--- config.mk ---
export PLATFORM = sky130hd
export DESIGN_NAME = vga_sdram_responder
export DESIGN_NICKNAME = d
export VERILOG_FILES = /design/src/rtl/vga_pkg.sv /design/src/rtl/vga_req_queue.sv /design/src/rtl/vga_sdram_responder.sv
export SDC_FILE = /design/constraint.sdc
export NUM_CORES = 1
export LEC_CHECK = 0
export ABC_AREA = 1
export BUFFER_PORTS_ARGS = -buffer_cell sky130_fd_sc_hd__clkbuf_2
export CAP_MARGIN = 10
export CORE_ASPECT_RATIO = 1.4
export CORE_MARGIN = 3
export CORE_UTILIZATION = 45
export DETAILED_ROUTE_END_ITERATION = 10
export PLACE_DENSITY = 0.79
export SLEW_MARGIN = 20
export SYNTH_ARGS = -nofsm -noshare
export SYNTH_HDL_FRONTEND = slang
export SYNTH_SLANG_ARGS = --single-unit
--- constraint.sdc ---
create_clock -name clk -period 2.8 [get_ports clk]
set_input_delay 0.56 -clock clk [delete_from_list [all_inputs] [get_ports clk]]
set_output_delay 0.56 -clock clk [all_outputs]
set_load 0.005 [all_outputs]
--- src/rtl/vga_pkg.sv ---
// Shared types and helpers for the VGA SDRAM read-port responder.
package vga_pkg;

    typedef enum logic [1:0] {IDLE, ISSUE, DATA} vga_rsp_state_t;

    localparam int unsigned VGA_BURST_WORDS = 4;

    // Clears the byte offset within one burst of 32-bit words.
    function automatic logic [31:0] vga_burst_align(
        input logic [31:0] addr,
        input int unsigned words
    );
        logic [31:0] mask;
        mask = (words << 2) - 32'd1;
        return addr & ~mask;
    endfunction

endpackage

--- src/rtl/vga_req_queue.sv ---
// Two-deep address FIFO holding accepted VGA burst requests.
module vga_req_queue #(
    parameter int unsigned W = 26
) (
    input  logic         clk,
    input  logic         reset_n,
    input  logic         push,
    input  logic         pop,
    input  logic [W-1:0] din,
    output logic [1:0]   count,
    output logic [W-1:0] head
);

    logic [W-1:0] e0_q, e0_d;
    logic [W-1:0] e1_q, e1_d;
    logic [1:0]   cnt_q, cnt_d;

    always_comb begin
        e0_d  = e0_q;
        e1_d  = e1_q;
        cnt_d = cnt_q;
        unique case ({push, pop})
            2'b10: begin
                if (cnt_q == 2'd0) e0_d = din;
                else               e1_d = din;
                cnt_d = cnt_q + 2'd1;
            end
            2'b01: begin
                e0_d  = e1_q;
                cnt_d = cnt_q - 2'd1;
            end
            2'b11: begin
                // New entry lands behind whatever survives the pop.
                if (cnt_q == 2'd1) begin
                    e0_d = din;
                end else begin
                    e0_d = e1_q;
                    e1_d = din;
                end
            end
            default: ;
        endcase
    end

    always_ff @(posedge clk or negedge reset_n) begin
        if (!reset_n) begin
            e0_q  <= '0;
            e1_q  <= '0;
            cnt_q <= 2'd0;
        end else begin
            e0_q  <= e0_d;
            e1_q  <= e1_d;
            cnt_q <= cnt_d;
        end
    end

    assign count = cnt_q;
    assign head  = e0_q;

endmodule

--- src/rtl/vga_sdram_responder.sv ---
// Queues VGA burst reads, issues them to the SDRAM controller when granted,
// and returns the read beats with a last-beat complete marker.
module vga_sdram_responder
    import vga_pkg::*;
#(
    parameter int unsigned BURST_WORDS = VGA_BURST_WORDS,
    parameter int unsigned ADDR_W      = 26
) (
    input  logic              clk,
    input  logic              reset_n,
    input  logic              vga_sdram_req,
    input  logic [ADDR_W-1:0] vga_sdram_addr,
    output logic              vga_sdram_ack,
    output logic [31:0]       vga_sdram_rdata,
    output logic              vga_sdram_rdvalid,
    output logic              vga_sdram_complete,
    input  logic              arb_grant,
    output logic              mem_req,
    output logic [ADDR_W-1:0] mem_addr,
    input  logic              mem_ack,
    input  logic [31:0]       mem_rdata,
    input  logic              mem_rdvalid,
    output logic              vga_busy,
    output logic              err_unexpected
);

    localparam int unsigned BEAT_W = (BURST_WORDS > 1) ? $clog2(BURST_WORDS) : 1;
    localparam logic [BEAT_W-1:0] LAST_BEAT = BEAT_W'(BURST_WORDS - 1);

    vga_rsp_state_t    state_q, state_d;
    logic [BEAT_W-1:0] beat_q, beat_d;
    logic              ack_q, ack_d;
    logic [31:0]       rdata_q, rdata_d;
    logic              rdvalid_q, rdvalid_d;
    logic              complete_q, complete_d;
    logic              busy_q, busy_d;
    logic              err_q, err_d;

    logic              push;
    logic              pop;
    logic [1:0]        q_count;
    logic [ADDR_W-1:0] q_head;

    // The !ack_q term keeps a request that is still held high from being taken twice.
    assign push = vga_sdram_req && !ack_q && (q_count < 2'd2);

    vga_req_queue #(.W(ADDR_W)) u_queue (
        .clk     (clk),
        .reset_n (reset_n),
        .push    (push),
        .pop     (pop),
        .din     (vga_sdram_addr),
        .count   (q_count),
        .head    (q_head)
    );

    always_comb begin
        state_d    = state_q;
        beat_d     = beat_q;
        ack_d      = push;
        rdata_d    = rdata_q;
        rdvalid_d  = 1'b0;
        complete_d = 1'b0;
        pop        = 1'b0;
        busy_d     = (q_count != 2'd0) || (state_q != IDLE);
        err_d      = err_q || (mem_rdvalid && (state_q != DATA));
        unique case (state_q)
            IDLE: begin
                if (q_count != 2'd0) state_d = ISSUE;
            end
            ISSUE: begin
                if (mem_req && mem_ack) begin
                    state_d = DATA;
                    beat_d  = '0;
                end
            end
            DATA: begin
                if (mem_rdvalid) begin
                    rdata_d   = mem_rdata;
                    rdvalid_d = 1'b1;
                    beat_d    = beat_q + 1'b1;
                    if (beat_q == LAST_BEAT) begin
                        complete_d = 1'b1;
                        pop        = 1'b1;
                        state_d    = ((q_count == 2'd2) || push) ? ISSUE : IDLE;
                    end
                end
            end
            default: state_d = IDLE;
        endcase
    end

    always_ff @(posedge clk or negedge reset_n) begin
        if (!reset_n) begin
            state_q    <= IDLE;
            beat_q     <= '0;
            ack_q      <= 1'b0;
            rdata_q    <= 32'd0;
            rdvalid_q  <= 1'b0;
            complete_q <= 1'b0;
            busy_q     <= 1'b0;
            err_q      <= 1'b0;
        end else begin
            state_q    <= state_d;
            beat_q     <= beat_d;
            ack_q      <= ack_d;
            rdata_q    <= rdata_d;
            rdvalid_q  <= rdvalid_d;
            complete_q <= complete_d;
            busy_q     <= busy_d;
            err_q      <= err_d;
        end
    end

    assign mem_req            = (state_q == ISSUE) && arb_grant;
    assign mem_addr           = ADDR_W'(vga_burst_align(32'(q_head), BURST_WORDS));
    assign vga_sdram_ack      = ack_q;
    assign vga_sdram_rdata    = rdata_q;
    assign vga_sdram_rdvalid  = rdvalid_q;
    assign vga_sdram_complete = complete_q;
    assign vga_busy           = busy_q;
    assign err_unexpected     = err_q;

endmodule

---- Word-level counts from Yosys, hierarchy flattened ----
Index checks and enable logic that the tools add are counted.
Widths: inputs -> output; s select.
word-level totals
  flip-flop bits (word level) ............. 95
  word-level logic and storage cells ...... 74
operators by class
  $add $sub $neg .......................... 3
  $lt $le $gt $ge ......................... 1
  eq/ne operators ......................... 16
  mux-type cells .......................... 21
  reductions and logical operators ........ 22
operator list
  operator             count
  $mux 26              4
  $pmux 26 s3          1
  $pmux 26 s2          1
  $ne 2x2->1 const B   7
  $mux 2               6
  $eq 2x2->1 const B   5
  $reduce_bool 2->1    5
  $pmux 2 s2           2
  $eq 2x1->1 const B   3
  $mux 1               6
  $pmux 2 s3           1
  $reduce_and 3->1     2
  $logic_and 1x1->1    5
  $add 2x1->2 const B  2
  $logic_not 2->1      2
  $reduce_and 2->1     2
  $reduce_and 4->1     1
  $logic_or 1x1->1     3
  $reduce_bool 3->1    1
  $lt 2x2->1 const B   1
  $ne 2x1->1 const B   1
  $sub 2x1->2 const B  1
  $logic_not 1->1      1

---- Longest topological paths before layout ----
Gate-level depths: netlist of run 1.
  depth after elaboration ................. 8
  mapped depth ............................ 12

---- By module ----
A second synthesis of run 1 with hierarchy kept.
second synthesis, totals
  cell total of the unflattened synthesis .. 519
  area, all modules ....................... 4,259.1 um^2
modules (own cells, without submodules)
  module               times used  cells each  area each (um^2)  seq. area each (um^2)
  vga_req_queue        1           331         2,592.5           1,351.3
  vga_sdram_responder  1           188         1,666.6           1,026.0

---- Worst setup path after synthesis of run 1 ----
Ideal clock, no wire load.
  path type ............................... input-to-reg
  start point ............................. in mem_rdvalid
  end point ............................... reg u_queue.e0_q[10], in the netlist u_queue.head[10]
  library setup time ...................... 117 ps
  arrival time ............................ 1,844 ps
  required time ........................... 2,683 ps
  slack ................................... 839 ps
  stages on the path ...................... 10
  path buffers ............................ 2
  path through ............................ nand2_1 > nor2_4 > buf_6 > inv_1 > ha_1 > a21oi_2 > inv_1 > clkbuf_1 > nand2_1 > nand2_1
between the ends
  cells in the longest elaborated chain, start to end .. 5
  elaborated cells between the ends (all ways) .. 9
RTL lines
  item                                                                     RTL line                   RTL
  start, declared                                                          vga_sdram_responder.sv:22  input logic mem_rdvalid,
  $mux 1 * (2 in series)                                                   -
  net complete_d                                                           vga_sdram_responder.sv:35  logic complete_q, complete_d;
  $eq 2x2->1 / $eq 2x1->1 (equally long branches)                          vga_req_queue.sv:22        unique case ({push, pop})
  $ne 2x1->1 (no source line) / $reduce_bool 3->1 (equally long branches)  -
  $reduce_and 2->1 (no source line)                                        -
  end signal, assigned                                                     vga_req_queue.sv:47        e0_q <= '0;
  end signal, assigned                                                     vga_req_queue.sv:51        e0_q <= e0_d;
  end, declared                                                            vga_req_queue.sv:14        logic [W-1:0] e0_q, e0_d;
The timed path passes the listed nets; every way through them passes the cells marked *.
A chain may end at the register's enable or synchronous reset.

---- Worst setup path after layout of run 1 ----
  start point ............................. reg beat_q[0]
  end point ............................... reg u_queue.e0_q[10], in the netlist u_queue.head[10]
between the ends
  cells in the longest elaborated chain, start to end .. 7
  elaborated cells between the ends (all ways) .. 11
RTL lines
  item                                                                     RTL line                    RTL
  start, declared                                                          vga_sdram_responder.sv:31   logic [BEAT_W-1:0] beat_q, beat_d;
  start signal, assigned                                                   vga_sdram_responder.sv:105  beat_q <= beat_d;
  $eq 2x2->1 *                                                             vga_sdram_responder.sv:82   if (beat_q == LAST_BEAT) begin
  $mux 1 *                                                                 vga_sdram_responder.sv:82
  $mux 1 *                                                                 vga_sdram_responder.sv:78   if (mem_rdvalid) begin
  $mux 1 *                                                                 vga_sdram_responder.sv:67   unique case (state_q)
  $eq 2x2->1 / $eq 2x1->1 (equally long branches)                          vga_req_queue.sv:22
  $ne 2x1->1 (no source line) / $reduce_bool 3->1 (equally long branches)  -
  $reduce_and 2->1 (no source line)                                        -
Mark *: on every way between the ends. The rest lies on a longest branch, timed or not.

==> results of run 1 <==
[flip-flops by register name, indices dropped and copies added (netlist names)]
name / flops
u_queue.e1_q: 22
u_queue.count: 2
vga_sdram_rdata: 32
vga_busy: 1
vga_sdram_rdvalid: 1
u_queue.head: 22
vga_sdram_ack: 1
vga_sdram_complete: 1
state_q: 2
err_unexpected: 1
beat_q: 2
[synth_stat cells, drive strengths merged]
master and n:
o211ai 1, conb 1, ha 7, xor2 1, clkbuf 5, a21oi 2
o21ai 25, and3 1, nand4 1, nor2 4, inv 35, dfrtp 87
nor3b 1, buf 19, xnor2 1, nand2 242, nand3 26, a21o 1
[worst max-delay path, delay by kind of cell, from the launching register on]
family        cells  cell delay [ns]
flops             1             0.37
fa+ha+maj         2             0.39
buf+inv           3             0.59
simple gates      7             0.63
[metal layers]
layer / wire length (um) / global-route usage (%)
met3: 567 / 4.80
met5: 0 / 0
met1: 3480 / 21.1
met2: 4390 / 33.6
met4: 74 / 6.65
[power groups by stage]
stage | Clock, mW | Sequential [mW] | Combinational, mW
floorplan | 0 | 2.18 | 0.765
global placement | 0 | 2.16 | 1.39
detailed placement | 0 | 2.18 | 1.45
CTS | 1.25 | 2.18 | 1.45
global route | 1.29 | 2.25 | 1.65
finish | 1.21 | 2.17 | 1.42
[final timing paths]
| check | from | depth (start not counted) | end | slack, ns |
|---|---|---|---|---|
| min in group clk | mem_rdata[23] | 3 | vga_sdram_rdata[23] | 0.41 |
| max in group asynchronous | reset_n | 2 | vga_sdram_rdata[2] | 1.96 |
| setup reg to reg | beat_q[0] | 12 | u_queue.head[10] | 0.74 |
| hold / removal | reset_n | 1 | u_queue.head[19] | 0.21 |
| setup / recovery | beat_q[0] | 12 | u_queue.head[10] | 0.74 |
| hold reg to reg | err_unexpected | 1 | err_unexpected | 0.48 |
[final cells by class]
cell class,instances,area [sq um]
sequential,87,2180
timing repair buffer,128,666
tap,102,128
fill,737,3410
clock inverter,6,68.8
multi-input combinational,317,1380
clock buffer,10,239
inverter,35,131
[cell families after synthesis]
group | share of synthesized area [%]
simple gates | 28.8
flops | 57.0
buf+inv | 7.21
compound gates | 4.16
fa+ha+maj | 2.29
xor+xnor | 0.459
other cells | 0.0982
[per-stage QoR]
stage | util [%] | power, mW | setup WS, ns | hold WS [ns] | instances
floorplan | - | 2.94 | 0.839 | 0.264 | 463
global placement | 54.6 | 3.55 | 0.604 | 0.448 | 669
detailed placement | 54.6 | 3.64 | 0.568 | 0.463 | 669
CTS | 58.4 | 4.87 | 0.718 | 0.220 | 685
global route | 58.4 | 5.19 | 0.537 | 0.256 | 685
finish | 58.4 | 4.80 | 0.737 | 0.212 | 685
==> results_dict.tcl, run 1 <==
set metrics [dict create \
    outcome "finished, final reports clean" \
    ant_nets 0 \
    grt_remaining_overflow 0 \
    place_area_sq_um 4480 \
    grt_pass1_wl_um 14300 \
    yosysSeqAreaShare_pct 57.0 \
    fin_tns_setup_ns 0 \
    seq_power_share_pct 45.3 \
    insertedDiodeCount 0 \
    tritoncts "built" \
    remaining_drc_errors 0 \
    hold_buffers 0 \
    ys_types 25 \
    critPathLaunchType "register" \
    grt_pass1_vias 3205 \
    p_sw_share_pct 33.4 \
    vias 3245 \
    viasPerCell 4.74 \
    p_per_area_nw_per_um2 1000 \
    power.internal_mw 3.20 \
    vdd_drop_max_uv 535 \
    ctsRootBufferMaster "clkbuf_16" \
    drive_gt1_share_pct 26.4 \
    numClockSinks 87 \
    synthDominantCellAreaShare_pct 57.0 \
    setup_viol 0 \
    grtUsageTotal_pct 18.5 \
    cpMostUsedCell "nand2_1" \
    synth_top_area_cell "dfrtp_1" \
    critPathArrivalTime_ns 2.34 \
    finalCriticalPeriod_ns 2.06 \
    area_delta_synth_final_pct 25.4 \
    layout_common_cells "nand2_1, clkbuf_2, dfrtp_1, inv_1" \
    pwr-share-clk_pct 25.2 \
    slowest_stage "dfrtp_1" \
    pwr-share-comb_pct 29.5 \
    ys.warnings.count 0 \
    endpoint_kind "register" \
    core_sq_um 8200 \
    die_x_um 83.9 \
    post-cts-setup-buffer-count 0 \
    maxSlewViolCount 0 \
    antenna_found_initial 0 \
    grt_max_degree 45 \
    synth_area_leaders "dfrtp_1, nand2_1, nand3_1" \
    path_cells "ha_1, nand2_1, nor2_4, buf_4, ha_1, inv_1, nand2_1, buf_4, nand3_1, nand2_1, nand2_1, nand2_1" \
    maxCapViolCount 0 \
    ys_ff_latch 87 \
    wl_um 8510 \
    cp_max_fo 24 \
    p_leak_nw 2.81 \
    num_io_pins 128 \
    path_class "reg2reg" \
    design_area_sq_um 4790 \
    synth_area_sq_um 3820 \
    io_buffers 119 \
    synthCells 460 \
    routedWlPerCell_um 12.4 \
    tightest_slew_ns 0.716 \
    clock_path_buffers 2 \
    fin_nets 649 \
    place_congestion 0.758 \
    initial_core_util_pct 46.6 \
    fin_skew_ns 0.00640 \
    clk_latency_ns 0.33 \
    final_common_cell "nand2_1" \
    numCtsBuffers 9 \
    die_area_sq_um 9640 \
    hold_path.class "in2async" \
    htreeDepth 3 \
    post_cts_resized 0 \
    max_slew_margin_pct 52.2 \
    fp-row-count 39 \
    hold_viol 0 \
    crit_path_max_incr_delay_ns 0.37 \
    rsz0062_at_grt "false" \
    firstDrtPassIters 4 \
    die_h_um 115 \
    max_freq_ghz 0.485 \
    hpwlAfterDp_um 6060 \
    post-route-period-util_pct 73.7 \
    cp.required_ns 3.08 \
    power_switching_mw 1.60 \
    path_clk_slew_ns 0.06 \
    synth_area_per_cell_sq_um 8.30 \
    drtIter0Drc 86 \
]
Power figures use the tool's default switching activity.
==> inputs of run 2 (changes only) <==
- PLACE_DENSITY: 0.79 -> 0.81
- clock period: 2.8 -> 1.8 ns (I/O delays scaled with it)
==> run 2 against run 1 <==
Non-clock buffer count rose by 13. Highest routed layer unchanged. Register-to-register slack got worse by 0.74 ns. The flow now finishes with violations (negative hold slack, negative setup slack). Largest cell class unchanged. Die area did not move. Combinational power rose by 81%. Clock skew barely moved. Via count rose by 1.7%. Clock-buffer cell count rose by 2. First-iteration DRC count rose by 74%. Critical path depth fell by 1. Clock power rose by 59%. Sequential power rose by 56%.
==> results_dict.tcl, run 2 (synthesis gave the netlist of run 1 again) <==
set metrics [dict create \
    outcome "finished with violations" \
    violations "negative hold slack, negative setup slack" \
    grt_pass1_wl_um 14300 \
    numCtsBuffers 9 \
    hold_viol 8 \
    stdcell_count 698 \
    cpMostUsedCell "nand2_2" \
    crit_path_max_incr_delay_ns 0.37 \
    remaining_drc_errors 0 \
    numClockSinks 87 \
    maxCapViolCount 0 \
    fin_skew_ns 0.00679 \
    power_mw 7.88 \
    tightest_slew_ns 0.501 \
    maxSlewViolCount 0 \
    fin_nets 662 \
    ctsRootBufferMaster "clkbuf_16" \
    io_buffers 119 \
    firstDrtPassIters 4 \
    tritoncts "built" \
    final_core_util_pct 62.3 \
    vias 3301 \
    insertedDiodeCount 0 \
    place_congestion 0.786 \
    die_x_um 83.9 \
    area_delta_synth_final_pct 33.6 \
    path_clk_slew_ns 0.06 \
    htreeDepth 3 \
    slowest_stage "dfrtp_1" \
    hold_buffers 0 \
    rsz0062_at_grt "true" \
    p_leak_nw 2.94 \
    clock_path_buffers 2 \
    grt_pass1_vias 3276 \
    wl_um 8710 \
    antenna_found_initial 0 \
    core_sq_um 8200 \
    num_io_pins 128 \
    cp.required_ns 2.00 \
    fp-row-count 39 \
    crit_buf_inv 3 \
    largest_register_ffs 32 \
    viasPerCell 4.73 \
    path_cells "ha_2, nand2_2, nor2_4, inv_2, ha_4, nand2_2, o211ai_4, buf_12, buf_6, nand2_1, o21ai_0" \
    layout_setup_ws_ns -0.00371 \
    hpwlAfterDp_um 5940 \
    drive_gt1_share_pct 30.7 \
    critPathLaunchType "register" \
    layout_common_cells "nand2_1, clkbuf_2, dfrtp_1, inv_1, nand3_1" \
    critPathArrivalTime_ns 2.00 \
    die_h_um 115 \
    placed_cells_incl_taps 674 \
    max_slew_margin_pct 66.6 \
    post-route-period-util_pct 100 \
    die_area_sq_um 9640 \
    path_class "reg2reg" \
    fin_tns_setup_ns -0.00371 \
    grt_remaining_overflow 0 \
    max_freq_ghz 0.554 \
    clk_latency_ns 0.33 \
    drtIter0Drc 150 \
    grt_max_degree 50 \
    routedWlPerCell_um 12.5 \
    final_common_cell "nand2_1" \
    setup_viol 1 \
    initial_core_util_pct 46.6 \
    hold_path.class "in2async" \
    endpoint_kind "register" \
    p_per_area_nw_per_um2 1540 \
    grtUsageTotal_pct 18.4 \
    ant_nets 0 \
    cp_max_fo 6 \
    path_delay_family "simple AND/OR/NAND/NOR gates" \
    hold_slack_ns -0.00549 \
    finalCriticalPeriod_ns 1.80 \
    vdd_drop_max_uv 1040 \
]
==> run 2: timing repair <==
action                     4_1_cts  5_1_grt
buffers inserted                 0        5
setup endpoints to repair        0       44
hold endpoints to repair         0        0
gates resized for setup          0       37
==> run 2: final timing paths <==
kind | start | endpoint | slack (ns) | cells after the start
hold reg to reg | u_queue.head[11] | u_queue.head[11] | 0.48 | 2
min in group clk | mem_rdata[2] | vga_sdram_rdata[2] | 0.22 | 3
setup reg to reg | beat_q[0] | u_queue.e1_q[15] | -0.004 | 11
setup / recovery | beat_q[0] | u_queue.e1_q[15] | -0.004 | 11
max in group asynchronous | reset_n | u_queue.head[6] | 1.17 | 2
hold / removal | reset_n | u_queue.head[20] | -0.005 | 1
==> run 2: final cells by class <==
cell class	instances	area, sq um
Inverter	35	131
Tap cell	102	128
Timing Repair Buffer	141	892
Clock inverter	4	70.1
Fill cell	705	3090
Sequential cell	87	2180
Clock buffer	12	236
Multi-Input combinational cell	317	1470
==> run 2: per-layer routing <==
layer	vias up	wire (um)	GRT usage (%)	part of all wire, %
li1	1655	-	-	-
met1	1503	3480	21.2	40
met2	131	4390	31.9	50
met3	12	722	6.59	8.3
met4	0	122	6.65	1.4
met5	-	0	0	0
==> run 2: report_power, final <==
group          switching, mW  leakage [nW]  total [mW]  internal (mW)
Clock                  0.705         0.151        1.92           1.21
Sequential             0.529          1.08        3.39           2.86
Combinational           1.32          1.71        2.57           1.25
==> run 2: through the flow <==
step / setup slack (ns) / cell area (sq um)
6_report: -0.00371 / 5100
5_1_grt: -0.0963 / 5100
4_1_cts: 0.00494 / 4900
3_5_place_dp: 0.0237 / 4590
3_3_place_gp: 0.0601 / 4590
2_1_floorplan: -0.00974 / 3840
==> run 2: worst register-to-register path: stages, from the launching register on <==
cell and delay [ns]:
dfrtp_1 0.37, ha_2 0.19, nand2_2 0.08, nor2_4 0.19
inv_2 0.08, ha_4 0.18, nand2_2 0.07, o211ai_4 0.08
buf_12 0.15, buf_6 0.13, nand2_1 0.06, o21ai_0 0.09
==> inputs of run 3 (changes only) <==
- PLACE_DENSITY: 0.81 -> 0.75
==> run 3 against run 2 <==
Register-to-register slack improved by 0.08 ns. Via count decreased by 1.2%. Largest power group unchanged. Clock skew about the same. Clock-buffer cell count decreased by 1. Power decreased by 6.0%. The flow now finishes without violations. Fmax increased by 4.9%. Final area decreased by 3.2%. Cell count decreased by 0.57%. Sequential cell count unchanged.
==> results_dict.tcl, run 3 (synthesis gave the netlist of run 1 again) <==
set metrics [dict create \
    grt_max_degree 45 \
    num_io_pins 128 \
    antenna_found_initial 0 \
    die_area_sq_um 9640 \
    initial_core_util_pct 46.6 \
    gr-usage-met1_pct 21.9 \
    final_common_cell "nand2_1" \
    p_leak_nw 2.87 \
    grt_pass1_vias 3155 \
    tightest_slew_ns 0.498 \
    critPathArrivalTime_ns 1.93 \
    drive_gt1_share_pct 28.0 \
    finalCriticalPeriod_ns 1.72 \
    numCtsBuffers 9 \
    place_congestion 0.749 \
    htreeDepth 3 \
    pwr-share-comb_pct 31.7 \
    slowest_stage "dfrtp_1" \
    setup_viol 0 \
    fin_skew_ns 0.00639 \
    tritoncts "built" \
    hpwlAfterDp_um 5970 \
    core_sq_um 8200 \
    insertedDiodeCount 0 \
    remaining_drc_errors 0 \
    numClockSinks 87 \
    stdcell_count 694 \
    outcome "finished, final reports clean" \
    fp-row-count 39 \
    die_x_um 83.9 \
    vias 3260 \
    area_delta_synth_final_pct 29.4 \
    wl_um 8340 \
    pwr-share-clk_pct 22.8 \
    path_clk_slew_ns 0.06 \
    rsz0062_at_grt "true" \
    register_area_sq_um 2180 \
    path_class "reg2reg" \
    clock_path_buffers 2 \
    ant_nets 0 \
    cp_max_fo 22 \
    ctsRootBufferMaster "clkbuf_16" \
    hold_path.class "in2reg" \
    crit_path_max_incr_delay_ns 0.39 \
    critPathLaunchType "register" \
    hold_viol 0 \
    max_slew_margin_pct 66.8 \
    die_h_um 115 \
    cp.required_ns 2.01 \
    use_met3_pct 5.59 \
    post-route-period-util_pct 95.5 \
    power.internal_mw 4.94 \
    multi_input_area_sq_um 1410 \
    fin_nets 658 \
    firstDrtPassIters 4 \
    hold_slack_ns 0.217 \
    viasPerCell 4.70 \
    grtUsageMet2_pct 30.7 \
    clk_latency_ns 0.33 \
    grtUsageTotal_pct 18.1 \
    grt_pass1_wl_um 14100 \
    fillers 712 \
    routedWlPerCell_um 12.0 \
    endpoint_kind "register" \
    placed_cells_incl_taps 675 \
    p_sw_share_pct 33.4 \
    power_switching_mw 2.48 \
    largest_register_ffs 32 \
    p_per_area_nw_per_um2 1500 \
    dp_slack_ns 0.0350 \
    layout_common_cells "nand2_1, clkbuf_2, dfrtp_1, inv_1, nand3_1" \
    maxCapViolCount 0 \
    drtIter0Drc 142 \
    io_buffers 119 \
    maxSlewViolCount 0 \
    grt_remaining_overflow 0 \
    layout_setup_ws_ns 0.0809 \
    seq_power_share_pct 45.4 \
    vdd_drop_max_uv 860 \
    path_cells "ha_1, nand2_2, nor2_4, inv_1, ha_2, nand2_1, o211ai_4, clkbuf_16, o21ai_0" \
    max_freq_ghz 0.582 \
    busiest_layer "met2" \
]
-- run 3: changes by cell type in the layout (fill, tap and decap cells not counted), moves of 3 or more --
cell,previous run,this run
buf_6,3,0
nand2_1,230,238
nand2_2,10,4
o21ai_0,14,23
o21ai_1,7,2
o21ai_2,4,0
-- run 3: final timing paths --
check / from / end / slack (ns) / depth (start not counted)
hold / removal: mem_rdata[20] / vga_sdram_rdata[20] / 0.22 / 3
setup reg to reg: beat_q[0] / u_queue.e1_q[8] / 0.08 / 9
setup / recovery: beat_q[0] / u_queue.e1_q[8] / 0.08 / 9
max in group asynchronous: reset_n / vga_sdram_rdata[13] / 0.72 / 3
min in group asynchronous: reset_n / u_queue.e1_q[17] / 0.52 / 2
hold reg to reg: err_unexpected / err_unexpected / 0.46 / 1
-- run 3: routing by layer --
| layer | share of wire [%] | vias to the layer above |
|---|---|---|
| met1 | 42 | 1491 |
| li1 | - | 1647 |
| met3 | 7.7 | 8 |
| met5 | 0 | - |
| met4 | 1.4 | 0 |
| met2 | 49 | 114 |
-- run 3: worst max-delay path: cells and delay by family (launching register included) --
kind,cells,cell delay [ns]
DFF,1,0.39
buffers and inverters,2,0.30
AOI/OAI and AO/OA,2,0.21
adders and majority gates,2,0.44
and+or+nand+nor,3,0.26
-- run 3: power groups by stage --
stage               sequential [mW]  clock (mW)  combinational (mW)
floorplan                      3.39           0                1.21
global route                   3.48        1.83                2.72
detailed placement             3.37           0                2.34
global placement               3.35           0                2.25
CTS                            3.37        1.74                2.35
finish                         3.37        1.69                2.35
-- run 3: layout make-up --
| type | count | area share (%) |
|---|---|---|
| Clock buffer | 11 | 4.91 |
| Clock inverter | 5 | 0.684 |
| Inverter | 35 | 2.66 |
| Multi-Input combinational cell | 317 | 28.6 |
| Sequential cell | 87 | 44.1 |
| Tap cell | 102 | 2.58 |
| Timing Repair Buffer | 137 | 16.5 |
-- run 3: what timing repair did --
action	CTS	global route
buffers inserted	0	1
setup endpoints to repair	0	44
gates resized for setup	0	8
endpoints found under the hold margin	29	0
hold buffers	1	0
-- run 3: stage by stage --
stage	area (sq um)	power (mW)	TNS, ns	utilization [%]
finish	4940	7.41	0	60.3
global route	4940	8.03	-0.363	60.3
CTS	4880	7.46	0	59.5
global placement	4590	5.60	0	56.0
floorplan	3840	4.59	-0.195	-
detailed placement	4590	5.72	0	56.0
